[src/rtl/mssv_seq_ctrl_pkg.sv]
// Shared types and constants for the ID-digit sequencer.
//   Sizing:  DEPTH program slots of DW-bit digits, AW-bit slot address,
//            LW-bit run length, CW-bit saturating hit counters.
//   Types:   state_e (controller FSM), wr_req_t (host digit write payload).
//   Helpers: sat_inc (saturating counter increment).
package mssv_seq_ctrl_pkg;

  localparam int unsigned DEPTH = 8;
  localparam int unsigned AW    = 3;
  localparam int unsigned LW    = 4;
  localparam int unsigned CW    = 4;
  localparam int unsigned DW    = 3;

  typedef enum logic [1:0] {
    IDLE = 2'd0,
    RUN  = 2'd1,
    DONE = 2'd2
  } state_e;

  // Detector done codes
  localparam logic [1:0] DONE_NONE = 2'b00;
  localparam logic [1:0] DONE_EVEN = 2'b01;
  localparam logic [1:0] DONE_ODD  = 2'b10;
  localparam logic [1:0] DONE_ILL  = 2'b11;

  typedef struct packed {
    logic [AW-1:0] addr;
    logic [DW-1:0] data;
  } wr_req_t;

  // Increment that sticks at all-ones
  function automatic logic [CW-1:0] sat_inc(input logic [CW-1:0] v);
    return (&v) ? v : v + CW'(1);
  endfunction

endpackage

[src/rtl/mssv_seq_ctrl_if.sv]
// Bundle of host and detector signals around the sequencer.
//   Host side:     wr_en/wr_addr/wr_data, len, start in; busy, done,
//                  even_cnt, odd_cnt, err out.
//   Detector side: digit_out, digit_vld, det_rst out; done_in in.
//   master: the environment (host + detector); slave: the controller.
interface mssv_seq_ctrl_if;
  import mssv_seq_ctrl_pkg::*;

  logic          wr_en;
  logic [AW-1:0] wr_addr;
  logic [DW-1:0] wr_data;
  logic [LW-1:0] len;
  logic          start;
  logic [DW-1:0] digit_out;
  logic          digit_vld;
  logic          det_rst;
  logic [1:0]    done_in;
  logic          busy;
  logic          done;
  logic [CW-1:0] even_cnt;
  logic [CW-1:0] odd_cnt;
  logic          err;

  modport master (
    output wr_en, wr_addr, wr_data, len, start, done_in,
    input  digit_out, digit_vld, det_rst, busy, done, even_cnt, odd_cnt, err
  );

  modport slave (
    input  wr_en, wr_addr, wr_data, len, start, done_in,
    output digit_out, digit_vld, det_rst, busy, done, even_cnt, odd_cnt, err
  );

endinterface

[src/rtl/mssv_digit_buf.sv]
// DEPTH x DW digit program buffer: one registered write port, one
// combinational read port, cleared by the async active-low reset.
//   clk, rst : clock, async active-low reset
//   we, wr   : write enable and {addr, data} payload
//   raddr    : read slot; rdata : slot contents
module mssv_digit_buf
  import mssv_seq_ctrl_pkg::*;
(
  input  logic          clk,
  input  logic          rst,
  input  logic          we,
  input  wr_req_t       wr,
  input  logic [AW-1:0] raddr,
  output logic [DW-1:0] rdata
);

  logic [DW-1:0] mem [DEPTH];

  // Storage with full clear on reset
  always_ff @(posedge clk or negedge rst) begin
    if (!rst) begin
      for (int unsigned i = 0; i < DEPTH; i++) mem[i] <= '0;
    end else if (we) begin
      mem[wr.addr] <= wr.data;
    end
  end

  assign rdata = mem[raddr];

endmodule

[src/rtl/mssv_seq_ctrl.sv]
// Plays a programmed string of ID digits into an external Mealy detector,
// one digit per clock, and tallies the detector's even/odd hit codes.
//   clk, rst : clock, async active-low reset
//   bus      : slave side of mssv_seq_ctrl_if (host write/start port,
//              detector digit/reset/done-code port, status outputs)
module mssv_seq_ctrl
  import mssv_seq_ctrl_pkg::*;
(
  input  logic           clk,
  input  logic           rst,
  mssv_seq_ctrl_if.slave bus
);

  state_e        state;
  state_e        state_nx;
  logic [AW-1:0] idx;
  logic [LW-1:0] len_q;
  logic [CW-1:0] even_q;
  logic [CW-1:0] odd_q;
  logic          err_q;
  logic          busy_q;
  logic          done_q;
  logic          det_rst_q;
  logic          vld_q;
  logic [DW-1:0] rd_data;
  wr_req_t       wr_req;
  logic          wr_ok;
  logic          len_ok;
  logic          last;

  assign len_ok = (bus.len != '0) && (bus.len <= LW'(DEPTH));
  assign last   = (LW'(idx) == len_q - LW'(1));
  // Buffer is frozen while a run is playing
  assign wr_ok  = bus.wr_en && (state != RUN);
  assign wr_req = '{addr: bus.wr_addr, data: bus.wr_data};

  mssv_digit_buf u_buf (
    .clk   (clk),
    .rst   (rst),
    .we    (wr_ok),
    .wr    (wr_req),
    .raddr (idx),
    .rdata (rd_data)
  );

  // State register
  always_ff @(posedge clk or negedge rst) begin
    if (!rst) state <= IDLE;
    else      state <= state_nx;
  end

  // Next-state logic
  always_comb begin
    state_nx = state;
    unique case (state)
      IDLE:    if (bus.start && len_ok) state_nx = RUN;
      RUN:     if (last) state_nx = DONE;
      DONE:    state_nx = IDLE;
      default: state_nx = IDLE;
    endcase
  end

  // Run bookkeeping, hit counters and registered status outputs
  always_ff @(posedge clk or negedge rst) begin
    if (!rst) begin
      idx       <= '0;
      len_q     <= '0;
      even_q    <= '0;
      odd_q     <= '0;
      err_q     <= 1'b0;
      busy_q    <= 1'b0;
      done_q    <= 1'b0;
      det_rst_q <= 1'b1;
      vld_q     <= 1'b0;
    end else begin
      busy_q    <= (state_nx == RUN);
      vld_q     <= (state_nx == RUN);
      det_rst_q <= (state_nx != RUN);
      done_q    <= (state_nx == DONE);
      unique case (state)
        IDLE: begin
          if (bus.start) begin
            even_q <= '0;
            odd_q  <= '0;
            if (len_ok) begin
              len_q <= bus.len;
              idx   <= '0;
              err_q <= 1'b0;
            end else begin
              err_q <= 1'b1;
            end
          end
        end
        RUN: begin
          case (bus.done_in)
            DONE_EVEN: even_q <= sat_inc(even_q);
            DONE_ODD:  odd_q  <= sat_inc(odd_q);
            DONE_ILL:  err_q  <= 1'b1;
            default:   ;
          endcase
          idx <= last ? '0 : idx + AW'(1);
        end
        default: ;
      endcase
    end
  end

  assign bus.digit_out = vld_q ? rd_data : '0;
  assign bus.digit_vld = vld_q;
  assign bus.det_rst   = det_rst_q;
  assign bus.busy      = busy_q;
  assign bus.done      = done_q;
  assign bus.even_cnt  = even_q;
  assign bus.odd_cnt   = odd_q;
  assign bus.err       = err_q;

endmodule

[src/flat_wrapper.sv]
// flat-port wrapper written by rule: the top's interface ports become plain ports
module mssv_seq_ctrl_flat import mssv_seq_ctrl_pkg::*;
  (clk, rst, bus_wr_en, bus_wr_addr, bus_wr_data, bus_len, bus_start, bus_done_in, bus_digit_out, bus_digit_vld, bus_det_rst, bus_busy, bus_done, bus_even_cnt, bus_odd_cnt, bus_err);
  mssv_seq_ctrl_if bus_i ();
  input  logic clk;
  input  logic rst;
  input wire logic [$bits(bus_i.wr_en)-1:0] bus_wr_en;
  input wire logic [$bits(bus_i.wr_addr)-1:0] bus_wr_addr;
  input wire logic [$bits(bus_i.wr_data)-1:0] bus_wr_data;
  input wire logic [$bits(bus_i.len)-1:0] bus_len;
  input wire logic [$bits(bus_i.start)-1:0] bus_start;
  input wire logic [$bits(bus_i.done_in)-1:0] bus_done_in;
  output wire logic [$bits(bus_i.digit_out)-1:0] bus_digit_out;
  output wire logic [$bits(bus_i.digit_vld)-1:0] bus_digit_vld;
  output wire logic [$bits(bus_i.det_rst)-1:0] bus_det_rst;
  output wire logic [$bits(bus_i.busy)-1:0] bus_busy;
  output wire logic [$bits(bus_i.done)-1:0] bus_done;
  output wire logic [$bits(bus_i.even_cnt)-1:0] bus_even_cnt;
  output wire logic [$bits(bus_i.odd_cnt)-1:0] bus_odd_cnt;
  output wire logic [$bits(bus_i.err)-1:0] bus_err;
  assign bus_i.wr_en = bus_wr_en;
  assign bus_i.wr_addr = bus_wr_addr;
  assign bus_i.wr_data = bus_wr_data;
  assign bus_i.len = bus_len;
  assign bus_i.start = bus_start;
  assign bus_i.done_in = bus_done_in;
  assign bus_digit_out = bus_i.digit_out;
  assign bus_digit_vld = bus_i.digit_vld;
  assign bus_det_rst = bus_i.det_rst;
  assign bus_busy = bus_i.busy;
  assign bus_done = bus_i.done;
  assign bus_even_cnt = bus_i.even_cnt;
  assign bus_odd_cnt = bus_i.odd_cnt;
  assign bus_err = bus_i.err;
  mssv_seq_ctrl u_core (.clk(clk), .rst(rst), .bus(bus_i));
endmodule
[config.mk]
export PLATFORM = sky130hd
export DESIGN_NAME = mssv_seq_ctrl_flat
export DESIGN_NICKNAME = d
export VERILOG_FILES = /design/src/rtl/mssv_seq_ctrl_pkg.sv /design/src/rtl/mssv_seq_ctrl_if.sv /design/src/rtl/mssv_digit_buf.sv /design/src/rtl/mssv_seq_ctrl.sv /design/src/flat_wrapper.sv
export SDC_FILE = /design/constraint.sdc
export NUM_CORES = 1
export LEC_CHECK = 0
export CORE_AREA = 10 10 89 91
export CTS_BUF_LIST = sky130_fd_sc_hd__clkbuf_16
export CTS_CLUSTER_DIAMETER = 150
export DETAILED_ROUTE_END_ITERATION = 8
export DIE_AREA = 0 0 99 101
export SYNTH_ARGS = -nofsm -noshare
export SYNTH_HDL_FRONTEND = slang
export SYNTH_SLANG_ARGS = --single-unit
export TNS_END_PERCENT = 50
[constraint.sdc]
create_clock -name clk -period 1.6 [get_ports clk]
set_input_delay 0.16 -clock clk [delete_from_list [all_inputs] [get_ports clk]]
set_output_delay 0.16 -clock clk [all_outputs]
set_load 0.1 [all_outputs]
# ---- After elaboration in Yosys (flattened, before gate mapping)
# Index checks and enable logic that the tools add are counted.
dict set report totals {
  regBits 45
  input_bits 16
  out_inout_bits 16
  word_cells 82
}
dict set report classes {
  add_sub_neg 4
  order_cmp 4
  n_eq_ne 16
  n_mux 25
  n_bitwise 2
  n_reduce_logical 14
}
# cell n
set ops {}
lappend ops {{24-bit bitwise mux} 1}
lappend ops {{3-bit 2-to-1 mux} 7}
lappend ops {{4-bit 2-to-1 mux} 5}
lappend ops {{4-bit case mux with 2 select lines} 2}
lappend ops {{4-bit AND reduction} 4}
lappend ops {{2-bit inequality test (second input constant)} 6}
lappend ops {{3-bit binary-select mux with 3-bit select} 1}
lappend ops {{3-bit demux with 3-bit select} 1}
lappend ops {{3-bit AND reduction} 3}
lappend ops {{4-bit by 1-bit adder with 4-bit output (second input constant)} 2}
lappend ops {{4-bit greater-or-equal comparator (second input constant)} 2}
lappend ops {{3-bit NOT with 4-bit output} 2}
lappend ops {{2-bit by 1-bit equality test with 1-bit output (second input constant)} 3}
lappend ops {{2-bit equality test (second input constant)} 3}
lappend ops {{2-bit by 1-bit inequality test with 1-bit output (second input constant)} 3}
lappend ops {{3-bit case mux with 2 select lines} 1}
lappend ops {{3-bit by 4-bit equality test with 1-bit output} 1}
lappend ops {{4-bit less-or-equal comparator (second input constant)} 1}
lappend ops {{1-bit logical AND} 4}
lappend ops {{4-bit by 1-bit < comparator with 1-bit output (second input constant)} 1}
lappend ops {{2-bit 2-to-1 mux} 2}
lappend ops {{2-bit case mux with 2 select lines} 1}
lappend ops {{4-bit nonzero test} 1}
lappend ops {{4-bit by 1-bit subtractor with 4-bit output (second input constant)} 1}
lappend ops {{other kinds (5)} 7}

# ---- Longest topological paths before layout
# Gate-level depths: netlist of the first run.
dict set report depth {
  depth_word 6
  mapped_depth 6
  ltp_nobuf 6
}

# ---- Cells and area by module
# A second synthesis of the first run with hierarchy kept.
dict set report unflattened {
  hier_cells 166
  area_unflattened_um2 2252.2
}
# module n_inst cells_each area_each_um2 seq_area_each_um2
set modules_own_cells {}
lappend modules_own_cells {mssv_digit_buf 1 66 1158.6 600.6}
lappend modules_own_cells {mssv_seq_ctrl 1 100 1093.5 526.8}

# ---- Worst setup path after synthesis of the first run
# No wires, ideal clock.
dict set report synth_timing {
  path_type {register to output}
  start {register, netlist name u_core.bus.busy}
  end {output bus_digit_out[0]}
  arrival_ns 2.382
  t_required_ns 1.440
  setup_slack_ns -0.942
  stages_incl_launch_ff 2
  path_buffers 0
  path_cell_list {dfrtp_1 > nor2b_1}
}
# element line
set synth_lines {}
lappend synth_lines {{end: declaration} flat_wrapper.sv:13} ;# output wire logic [$bits(bus_i.digit_out)-1:0] bus_digit_out;

# ---- Worst setup path in the final report of the first run
dict set report layout_timing {
  start {register u_core.idx[0]}
  end {output bus_digit_out[2]}
}
dict set report layout_via {
  elab_chain_cells 5
}
# element line
set layout_rtl {}
lappend layout_rtl {{start: declaration} mssv_seq_ctrl.sv:16} ;# logic [AW-1:0] idx;
lappend layout_rtl {{start signal: assignment} mssv_seq_ctrl.sv:101} ;# idx <= last ? '0 : idx + AW'(1);
lappend layout_rtl {{3-bit NOT with 4-bit output (implied by the code)} mssv_digit_buf.sv:28} ;# assign rdata = mem[raddr];
lappend layout_rtl {{3-bit binary-select mux with 3-bit select} mssv_digit_buf.sv:28}
lappend layout_rtl {{3-bit 2-to-1 mux (implied by the code) (2 in series)} mssv_digit_buf.sv:28}
lappend layout_rtl {{3-bit 2-to-1 mux} mssv_seq_ctrl.sv:108} ;# assign bus.digit_out = vld_q ? rd_data : '0;
# No other way between the ends. The select of a mux whose other input is x is not followed.

==> run metrics, run 1 <==
global-route wire length before repair 8.36 mm; Max Cap Viol 0; Pwr Density 2360 nW/um^2; Worst R2R End u_core.idx[1]$_DFFE_PN0P_; CTS buffer count 5; All-Layer GR Usage 10.3%; GPL Wtd Cong 0.769; Vias per Instance 5.03; RSZ-0062 raised after global routing yes; Clock Skew 0.00825 ns; antenna violations before repair 0; Multi-input gate area 1210 sq um; most frequent cells in the layout dfrtp_1 (34), mux2_2 (28), buf_4 (27); run status complete, but fails checks; GRT Max-Usage Layer met2; CTS tree built; reg2reg setup slack -0.01 ns; fin crit period 2.03 ns; Die Span Y 101 um; initial DRC count 52; Top Family by Delay on Critical Path multiplexers; Max-slew headroom 68.4%; crit start category flip-flop; WP data required 1.44 ns; fin util 54.5%; register area share after synthesis 50.3%; DR vias 1608; Critical Path Most Common Cell buf_12; crit end category primary output; nets@finish 262; Main synth FF type dfrtp_1; WL per Instance 15.7 um; grt total ovfl 0; failing checks negative setup slack; die width 99 um; clock root cell clkbuf_16; dpl hpwl 3.84 mm; worst setup margin -0.430 ns; die footprint 10000 sq um; I/O Pins 32; hold_ws 0.358 ns; Seq cells post-synth 45; Worst Hold Class in -> async; Slowest cell on crit path mux4_2; row cnt 29; Max Freq 492 MHz; fin crit share 127%; Leak 1.45 nW; Worst-Margin Slew 0.474 ns; core area 6200 sq um; Worst Reg2Reg Path Length in Cells 7; Worst-path clk slew 0.07 ns; Final ANT Viol Nets 0; maximum level of the CTS H-tree 2; final WL 5.04 mm; Max VDD drop 1.90 mV; Setup CP Type reg -> out; area grow syn2layout 50.8%; Arr. time, crit path 1.87 ns; Post-synth ARST share 100%; CP max stage delay 0.52 ns; DRT Pass-1 Iters 4; Distinct cells, synth 41; Buf/Inv on CP 3; number of global-route vias before repair 1657; share of cells above drive strength 1 55.1%; GR Layer Usage met2 16.6%; commonest non-fill, non-tap cell in the layout dfrtp_1; worst skew pair latency 0.29 ns; syn avg cell area 12.7 sq um; FILL cells 490; Max Buffers Root-to-Sink 2; critical path cell sequence buf_12, mux4_2, mux2i_2, buf_4, nor2b_4, buf_12; Port Buffers 31; worst r2r src u_core.len_q[1]$_DFFE_PN0P_; Syn Inst Count 177; DRC viols 0; Pins Over Slew Limit 0; Hold Violations, Final 0; GR Layer Usage met1 12.5%; initial core utilization 36.1%; Post-synth EDFFs 0; # diodes 0; syn nets 197; synth warn 0; largest net degree at the start of global routing 27; register area 1140 sq um; CP Max Fanout 7; number of setup violations in the final report 6; CTS sink count 45; Cell Area, Synth 2240 sq um; TNS Setup -1.18 ns; met3 Track Usage GR 3.70%
worst max path at each step:
| stage | start | to | slack (ns) | depth (start not counted) |
|---|---|---|---|---|
| after detailed placement | bus_len[1] | u_core.idx[0]$_DFFE_PN0P_ | -0.22 | 5 |
| after CTS | u_core.idx[0]$_DFFE_PN0P_ | bus_digit_out[2] | -0.46 | 6 |
| after floorplan | u_core.idx[0]$_DFFE_PN0P_ | bus_digit_out[0] | 0.004 | 4 |
| after global routing | u_core.idx[0]$_DFFE_PN0P_ | bus_digit_out[2] | -0.52 | 6 |
| final | u_core.idx[0]$_DFFE_PN0P_ | bus_digit_out[2] | -0.43 | 6 |
| after global placement | bus_len[1] | u_core.idx[0]$_DFFE_PN0P_ | -0.17 | 5 |
repair_timing:
| action | 4_1_cts | 5_1_grt |
|---|---|---|
| buffers inserted | 4 | 0 |
| hold endpoints to repair | 19 | 0 |
| hold buffers | 1 | 0 |
| gates resized for setup | 5 | 23 |
| setup endpoints to repair | 9 | 21 |
| pin swaps | 4 | 5 |
registers in the layout, summed over array words and instances, names as in the netlist, 2 cells and up:
| name | flops |
|---|---|
| u_core.bus.odd_cnt | 4 |
| u_core.idx | 3 |
| u_core.len_q | 4 |
| u_core.state | 2 |
| u_core.bus.even_cnt | 4 |
| u_core.u_buf.mem | 24 |
layout make-up:
| type | instances | area share (%) |
|---|---|---|
| clock buffers | 5 | 3.70 |
| clock inverters | 3 | 1.15 |
| inverters | 6 | 0.666 |
| multi-input cells | 121 | 35.8 |
| flip-flops and latches | 45 | 33.9 |
| well taps | 77 | 2.85 |
| repair buffers | 63 | 21.9 |
power by group:
| group | internal, W | switching [W] |
|---|---|---|
| Sequential | 0.00168 | 0.000439 |
| Combinational | 0.00225 | 0.00243 |
| Clock | 0.000729 | 0.000434 |
| Total | 0.00466 | 0.00331 |
metrics by stage:
step	setup WS (ns)	area (sq um)	instances	power, W
detailed placement	-0.224	3060	307	0.00630
global placement	-0.175	3060	307	0.00622
global route	-0.518	3380	320	0.00837
floorplan	0.00439	2310	177	0.00473
CTS	-0.460	3280	320	0.00763
finish	-0.430	3380	320	0.00797
layer usage:
layer / up-vias / share of wire (%)
met4: 0 / 1.1
met1: 791 / 43
met5: - / 0
li1: 774 / -
met3: 7 / 6.1
met2: 36 / 49
synth_stat cells (all sizes together), types with 2 or more instances:
master,n,share of area (%)
inv,6,1.0
or3,2,0.61
xor2,4,1.6
buf,5,1.5
mux2,28,14
nor3,2,0.45
nor2b,3,0.84
a21oi,2,0.45
nor2,7,1.2
nand3b,4,1.9
o311ai,2,0.78
and4bb,2,1.1
nor3b,3,1.7
dfrtp,44,49
nand2b,3,0.84
mux2i,3,1.3
o21ai,8,1.8
and3,3,0.89
ha,4,2.2
nand2,11,1.8
nand3,10,2.2
xnor2,3,1.2
mux4,6,6.0
logic make-up after synthesis:
logic type	count (synthesis)	synth area share [%]
DFF	45	50.3
muxes	37	21.4
adders and majority gates	4	2.23
xor gates and xnor gates	7	2.74
and+or+nand+nor	55	15.2
AOI/OAI and AO/OA	18	5.53
buffers and inverters	11	2.51
Power figures use the tool's default switching activity.
==> run 2: changes to the inputs <==
Settings changed: CORE_AREA 10 10 89 91 to 10 10 90 92, DIE_AREA 0 0 99 101 to 0 0 100 102, SLEW_MARGIN set to 0, SYNTH_HIERARCHICAL set to 1.
==> run metrics, run 2 <==
Worst Hold Class in -> async; Hold Violations, Final 0 (unchanged); Layout Cells excl Fill 297 (-7.2%); CTS tree built; fin crit share 128% (+0.89 points); FILL cells 544 (+11%); critical path cell sequence mux4_2, mux2_2, and2_4, buf_12; maximum level of the CTS H-tree 2 (unchanged); Pins Over Slew Limit 0 (unchanged); Worst R2R End u_core/idx[2]$_DFFE_PN0P_; die footprint 10200 sq um (+2.0%); Synth Area in Simple Gates 15.3% (+0.090 points); largest family of logic cells by synthesized area multiplexers; CTS sink count 45 (unchanged); Port Buffers 31 (unchanged); dpl hpwl 3.62 mm (-5.8%); run status complete, but fails checks; Worst-Margin Slew 0.351 ns (-0.123 ns); Final ANT Viol Nets 0 (unchanged); crit start category flip-flop; Area contributors post-synth dfrtp_1 (49%), mux2_2 (14%), mux4_1 (7.0%); share of cells above drive strength 1 47.7% (-7.4 points); reg2reg setup slack 0 ns (about the same); nets@finish 239 (-8.8%); Max Cap Viol 0 (unchanged); Distinct cells, synth 38 (-7.3%); register area share after synthesis 50.1% (-0.25 points); Max Buffers Root-to-Sink 2 (unchanged); Die Span Y 102 um (+0.99%); largest net degree at the start of global routing 46 (+70%); number of global-route vias before repair 1539 (-7.1%); max reg flops 24 (unchanged); commonest non-fill, non-tap cell in the layout dfrtp_1; grt total ovfl 0 (unchanged); placed cells 286 (-6.8%); GPL Wtd Cong 0.744 (-3.2%); global-route wire length before repair 8.05 mm (-3.6%); most frequent cells in the layout dfrtp_1 (35), mux2_2 (26), buf_12 (17); syn avg cell area 13.6 sq um (+7.2%); Cell Area, Synth 2250 sq um (+0.50%); Pwr Density 1170 nW/um^2 (-50%); die width 100 um (+1.0%); core area 6280 sq um (+1.2%); Max Freq 489 MHz (-0.70%); RSZ-0062 raised after global routing yes; clock root cell clkbuf_16; # diodes 0 (unchanged); worst setup margin -0.445 ns (-0.0142 ns); DR vias 1502 (-6.6%); Synth area leader dfrtp_1; synth warn 6 (+6); Post-DP Area 2910 sq um (-4.8%); top-area cell type share of the netlist area 48.9% (-0.25 points); mux share of post-synthesis cell area 22.5% (+1.1 points); Main synth FF type dfrtp_1; Post-synth top cells dfrtp_1 (44), mux2_2 (27), nand3_1 (12), nand2_1 (7); area grow syn2layout 38.4%; final WL 4.85 mm (-3.7%); Max-slew headroom 76.6% (+8.2 points); number of setup violations in the final report 3 (-3); Worst-path clk slew 0.06 ns (about the same); Post-synth EDFFs 0 (unchanged); Final Instance Area 3120 sq um (-7.7%); WP data required 1.44 ns (about the same); CTS buffer count 5 (unchanged); Synth Area in Adders 2.22% (-0.011 points); row cnt 29 (unchanged); Setup CP Type reg -> out; Compound-Gate Fraction of Synth Area 4.72% (-0.81 points); syn nets 186 (-5.6%); Clock Skew 0.00440 ns (-0.00385 ns); Max VDD drop 1.24 mV (-35%); DRC viols 0 (unchanged); worst r2r src u_core/idx[0]$_DFFE_PN0P_; DRT Pass-1 Iters 4 (unchanged); Biggest register u_core/u_buf/mem; worst skew pair latency 0.28 ns (about the same); Slowest cell on crit path mux4_2; initial DRC count 47 (-9.6%); most numerous cell in the Yosys netlist dfrtp_1; Syn Inst Count 166 (-6.2%); fin crit period 2.04 ns (+0.0142 ns); WL per Instance 16.3 um (+3.8%); All-Layer GR Usage 9.94% (-0.33 points); Arr. time, crit path 1.88 ns (about the same); CP Max Fanout 7 (unchanged); Worst Reg2Reg Path Length in Cells 6 (-1); Leak 1.39 nW (-3.6%); Vias per Instance 5.06 (+0.64%); Post-synth ARST share 100% (unchanged); antenna violations before repair 0 (unchanged); I/O Pins 32 (unchanged); CP max stage delay 0.51 ns (about the same); initial core utilization 35.9% (-0.24 points); XOR/XNOR share of the synthesized area 3.44% (+0.71 points); Seq cells post-synth 45 (unchanged); failing checks negative setup slack; crit end category primary output
-- run 2: cell types whose count changed after synthesis, sizes merged, moves of 3 or more --
cell / before / now
nand3b: 4 / 0
nor2b: 3 / 0
nor3b: 3 / 0
and2: 1 / 6
nand3: 10 / 13
nand2: 11 / 7
and4bb: 2 / 5
mux2i: 3 / 0
mux2: 28 / 31
nand4b: 0 / 3
-- run 2: kinds of logic (layout without fill, tap and decap cells) --
group                    count (synthesis)  in the layout
flip-flops                              45             45
AO/OA/AOI/OAI                           14             14
AND/OR/NAND/NOR                         51             51
adder cells (fa/ha/maj)                  4              4
buffers and inverters                    7             61
XOR/XNOR                                 8              8
multiplexers                            37             37
-- run 2: per-stage QoR --
| step | setup WS, ns | total power, W | utilization [%] | hold slack [ns] | setup TNS (ns) |
|---|---|---|---|---|---|
| after detailed placement | -0.289 | 0.00270 | 46.4 | 0.160 | -3.42 |
| after floorplan | -0.109 | 0.00213 | - | -0.136 | -0.326 |
| final | -0.445 | 0.00364 | 49.7 | 0.390 | -1.33 |
| after global routing | -0.516 | 0.00379 | 49.7 | 0.432 | -1.87 |
| after CTS | -0.469 | 0.00368 | 49.3 | 0.394 | -1.45 |
| after global placement | -0.261 | 0.00269 | 46.4 | 0.158 | -2.96 |
-- run 2: layout make-up --
cell class              count  area, sq um  share of cell area (%)
inverters                   4         15.0                   0.482
well taps                  77         96.3                    3.09
flip-flops and latches     45         1140                    36.5
clock buffers               5          125                    4.01
multi-input cells         114         1110                    35.8
repair buffers             49          616                    19.7
clock inverters             3         12.5                   0.401
-- run 2: worst max-delay path by stage --
stage | depth (start not counted) | startpoint | endpoint | slack (ns)
3_5_place_dp | 4 | u_core/idx[0]$_DFFE_PN0P_ | bus_digit_out[1] | -0.29
3_3_place_gp | 4 | u_core/idx[0]$_DFFE_PN0P_ | bus_digit_out[1] | -0.26
6_report | 4 | u_core/idx[0]$_DFFE_PN0P_ | bus_digit_out[2] | -0.44
4_1_cts | 4 | u_core/idx[0]$_DFFE_PN0P_ | bus_digit_out[1] | -0.47
2_1_floorplan | 4 | u_core/idx[0]$_DFFE_PN0P_ | bus_digit_out[0] | -0.11
5_1_grt | 4 | u_core/idx[0]$_DFFE_PN0P_ | bus_digit_out[2] | -0.52
-- run 2: layer usage --
layer	wire [um]	up-vias	track usage, %
li1	-	722	-
met1	2150	745	11.7
met2	2350	31	16.4
met3	283	4	3.58
met4	65	0	3.59
met5	0	-	0
-- run 2: power breakdown --
part           internal (W)  switching, W  leakage [nW]
clock              0.000565      0.000413        0.0762
combinational      0.000458      0.000823         0.731
sequential          0.00124      0.000142         0.586
total               0.00227       0.00138          1.39
-- run 2: timing repair --
action | 4_1_cts | 5_1_grt
setup endpoints to repair | 11 | 21
hold buffers | 1 | 0
resized for setup | 6 | 5
endpoints found under the hold margin | 44 | 0
pin swaps | 0 | 3
buffers inserted | 1 | 1
-- run 2: critical path: cells and delay by family, from the launching register on --
| kind | cells | cell delay (ns) |
|---|---|---|
| buffers and inverters | 1 | 0.16 |
| and+or+nand+nor | 1 | 0.17 |
| DFF | 1 | 0.48 |
| muxes | 2 | 0.79 |
==> patch 1, RTL diff (settings of run 1) <==
Encoding of `state_e`: now one-hot (3 bits for 3 states).
--- a/src/rtl/mssv_seq_ctrl_pkg.sv
+++ b/src/rtl/mssv_seq_ctrl_pkg.sv
@@ -12,8 +12,8 @@
   localparam int unsigned DW    = 3;
 
-  typedef enum logic [1:0] {
-    IDLE = 2'd0,
-    RUN  = 2'd1,
-    DONE = 2'd2
+  typedef enum logic [2:0] {
+    IDLE = 3'b001,
+    RUN  = 3'b010,
+    DONE = 3'b100
   } state_e;
 
Function: no difference found for any inputs over 10 cycles, from zero or initial values and one cycle with rst low; not proved beyond that.
==> patch 1 against run 1 <==
- the flow still finishes with violations (setup timing)
- cell area is 0.85% lower
- sequential cell count grew 1
- area after synthesis down 1.6%
- via count is 2.1% lower
- setup slack improved by 0.21 ns
- synthesized cell count unchanged
- worst hold slack gained 0.026 ns
- first-iteration DRC count increased by 9.6%
- wire length is 2.0% lower
- non-clock buffer count decreased by 6
Power is not compared: it rests on default switching activity, and its combinational part moved more than twofold at a synthesized area within 25%.
==> patch 1: results (changes against run 1) <==
metric;value;unit;change
result of the run;complete, but fails checks;;unchanged
violated checks;setup timing;;unchanged
total placed cells including tap cells;305;;was 307
worst hold slack after final layout;0.384;ns;was 0.358 ns
pin count of the biggest net entering global routing;47;;was 27
post-synthesis mux area share;19.9;%;was 21.4%
cell area after placement;0.00304;sq mm;was 0.00306 sq mm
Worst Clk Skew;0.00545;ns;was 0.00825 ns
final-report setup violation count;3;;was 6
count of nets after finishing;257;;was 262
Setup TNS;-0.631;ns;was -1.18 ns
arithmetic-cell share of the synthesized area counting full adders, half adders and majority gates;2.27;%;was 2.23%
fraction of synthesized cell area in xor and xnor cells;1.59;%;was 2.74%
Mapped Avg Cell Area;12.5;sq um;was 12.7 sq um
sum of routed wire segments on met1;2310;microns;was 2180 microns
met1 Usage GRT;12.9;%;was 12.5%
clk cell area share;4.97;%;was 4.85%
share of the final layout cell area in multi-input gates;35.9;%;was 35.8%
data arrival time of the critical path;1.66;ns;was 1.87 ns
synthesis-stage register bit count;46;;was 45
register-to-register path setup slack;0.03;ns;was -0.01 ns
Worst Setup Slack, final;-0.219;ns;was -0.430 ns
filler instances;524;;was 490
Signal buffers;57;;was 63
met3 routed WL;95;microns;was 308 microns
aggregate routed wire length;4930;microns;was 5040 microns
compound-cell area share of the yosys netlist;6.81;%;was 5.53%
==> patch 1: changes by cell type after synthesis, sizes merged, moves of 2 or more <==
cell           run 1  this run
a21boi             0         3
a21oi              2         4
a31oi              1         3
buf                5         3
mux2i              3         0
nand2             11        16
nand2b             3         0
nor2b              3         0
nor3b              3         5
o21ai              8        11
o311ai             2         0
or3                2         4
xor2               4         1
==> patch 1: worst max-delay path, cell delays in order (launching register included) <==
cell and delay, ns:
sky130_fd_sc_hd__dfrtp_1 0.39, sky130_fd_sc_hd__buf_6 0.14, sky130_fd_sc_hd__mux4_2 0.51, sky130_fd_sc_hd__nand2_2 0.10
sky130_fd_sc_hd__a21boi_4 0.06, sky130_fd_sc_hd__buf_12 0.16
==> patch 1: what timing repair did <==
| action | 4_1_cts | 5_1_grt |
|---|---|---|
| hold buffers | 1 | 0 |
| setup buffers | 1 | 0 |
| pin swaps | 4 | 11 |
| endpoints found under the setup margin | 20 | 38 |
| hold endpoints to repair | 44 | 0 |
| resized for setup | 9 | 22 |
==> patch 2, RTL diff (settings of run 1) <==
Without the edit above. Set the package constant `AW` to 2 (it was 3).
--- a/src/rtl/mssv_seq_ctrl_pkg.sv
+++ b/src/rtl/mssv_seq_ctrl_pkg.sv
@@ -7,5 +7,5 @@
 
   localparam int unsigned DEPTH = 8;
-  localparam int unsigned AW    = 3;
+  localparam int unsigned AW    = 2;
   localparam int unsigned LW    = 4;
   localparam int unsigned CW    = 4;
Ports: changed (resized bus_wr_addr); port bits go from 32 to 31. The function was not compared with the original's and may differ.
==> patch 2 against run 1 <==
- area after synthesis is 25% lower
- the flow still finishes with violations (setup timing)
- power down 25%
- setup slack improved by 0.31 ns
- cell area fell by 24%
- wire length is 25% lower
- combinational power down 28%
- register-to-register slack improved by 0.12 ns
- cell count shrank 13%
- largest power group unchanged
- utilization shrank 13 points
- non-clock buffer count down 14
- sequential cell count decreased by 13
==> patch 2: results (changes against run 1) <==
metric;value;unit;change
Worst Setup Slack, final;-0.117;ns;was -0.430 ns
layout cell share with drive strength beyond 1;43.3;%;was 55.1%
wire length per cell;13.6;microns;was 15.7 microns
antenna violations before repair;0;;unchanged
top cells by area, synth;sky130_fd_sc_hd__dfrtp_1 (46%), sky130_fd_sc_hd__mux2_2 (8.1%), sky130_fd_sc_hd__mux4_2 (4.0%), sky130_fd_sc_hd__o21ai_0 (3.3%), sky130_fd_sc_hd__xor2_1 (3.1%);;was sky130_fd_sc_hd__dfrtp_1 (49%), sky130_fd_sc_hd__mux2_2 (14%), sky130_fd_sc_hd__mux4_2 (6.0%), sky130_fd_sc_hd__ha_1 (2.2%), sky130_fd_sc_hd__nand3_1 (2.2%)
port buffer count;30;;was 31
final-report setup violation count;3;;was 6
destination of the worst register-to-register timing path;u_core.idx[1]$_DFFE_PN0P_;;unchanged
most frequent cells after synthesis;sky130_fd_sc_hd__dfrtp_1 (31), sky130_fd_sc_hd__mux2_2 (12), sky130_fd_sc_hd__o21ai_0 (11), sky130_fd_sc_hd__nor2_1 (10), sky130_fd_sc_hd__nand2_1 (9);;was sky130_fd_sc_hd__dfrtp_1 (44), sky130_fd_sc_hd__mux2_2 (28), sky130_fd_sc_hd__nand2_1 (11), sky130_fd_sc_hd__nand3_1 (10)
sequential-to-total area share from yosys stat;47.8;%;was 50.3%
Reg-to-Reg Start;u_core.len_q[0]$_DFFE_PN0P_;;was u_core.len_q[1]$_DFFE_PN0P_
compound-cell area share of the yosys netlist;9.99;%;was 5.53%
reported net switching power;0.00264;W;was 0.00331 W
pin count of the biggest net entering global routing;33;;was 27
average via count per standard cell;4.75;;was 5.03
relative contribution of the clock network to total power;18.1;%;was 14.6%
count of nets after finishing;218;;was 262
largest fanout of any net on the critical path;4;;was 7
arithmetic-cell share of the synthesized area counting full adders, half adders and majority gates;2.24;%;was 2.23%
DRT Pass-1 Iters;5;;was 4
worst hold slack after final layout;0.281;ns;was 0.358 ns
leakage component of the power;1.07;nW;was 1.45 nW
Starting DRT DRC Count;40;;was 52
Worst Clk Skew;0.00464;ns;was 0.00825 ns
data arrival time of the critical path;1.56;ns;was 1.87 ns
number of flip-flops in the largest register;12;;was 24
Mapped Avg Cell Area;11.1;sq um;was 12.7 sq um
register-to-register path setup slack;0.11;ns;was -0.01 ns
result of the run;complete, but fails checks;;unchanged
R2R cell count;5;;was 7
Worst-path clk slew;0.05;ns;was 0.07 ns
worst slack, placed;-0.0999;ns;was -0.224 ns
global-route wire length before repair;6240;microns;was 8360 microns
number of library cell types mapped by synthesis;43;;was 41
sequential power share;25.6;%;was 26.6%
Worst Tran Pin Value;0.422;ns;was 0.474 ns
Setup crit end;bus_digit_out[1];;was bus_digit_out[2]
post-CTS setup buffer count;0;;was 4
overall routing resource usage;7.73;%;was 10.3%
post-synthesis mux area share;12.7;%;was 21.4%
violated checks;setup timing;;unchanged
Setup TNS;-0.309;ns;was -1.18 ns
==> patch 2: cell families (layout without fill, tap and decap cells) <==
logic type / after synthesis / in the layout
XOR/XNOR: 8 / 8
AO/OA/AOI/OAI: 27 / 27
adder cells (fa/ha/maj): 3 / 3
buffers and inverters: 11 / 61
flip-flops: 32 / 32
multiplexers: 16 / 16
AND/OR/NAND/NOR: 54 / 54
==> patch 2: final cells by class <==
| class | instances | area (sq um) |
|---|---|---|
| inverters | 4 | 15.0 |
| fillers | 592 | 3650 |
| well taps | 77 | 96.3 |
| multi-input cells | 108 | 851 |
| flip-flops and latches | 32 | 821 |
| clock inverters | 3 | 42.5 |
| repair buffers | 49 | 603 |
| clock buffers | 5 | 125 |
==> patch 2: metal layers <==
metal | share of wire, % | global-route usage (%)
met5 | 0 | 0
met4 | 1.8 | 3.64
met3 | 7.0 | 3.77
met2 | 46 | 11.8
met1 | 45 | 8.90
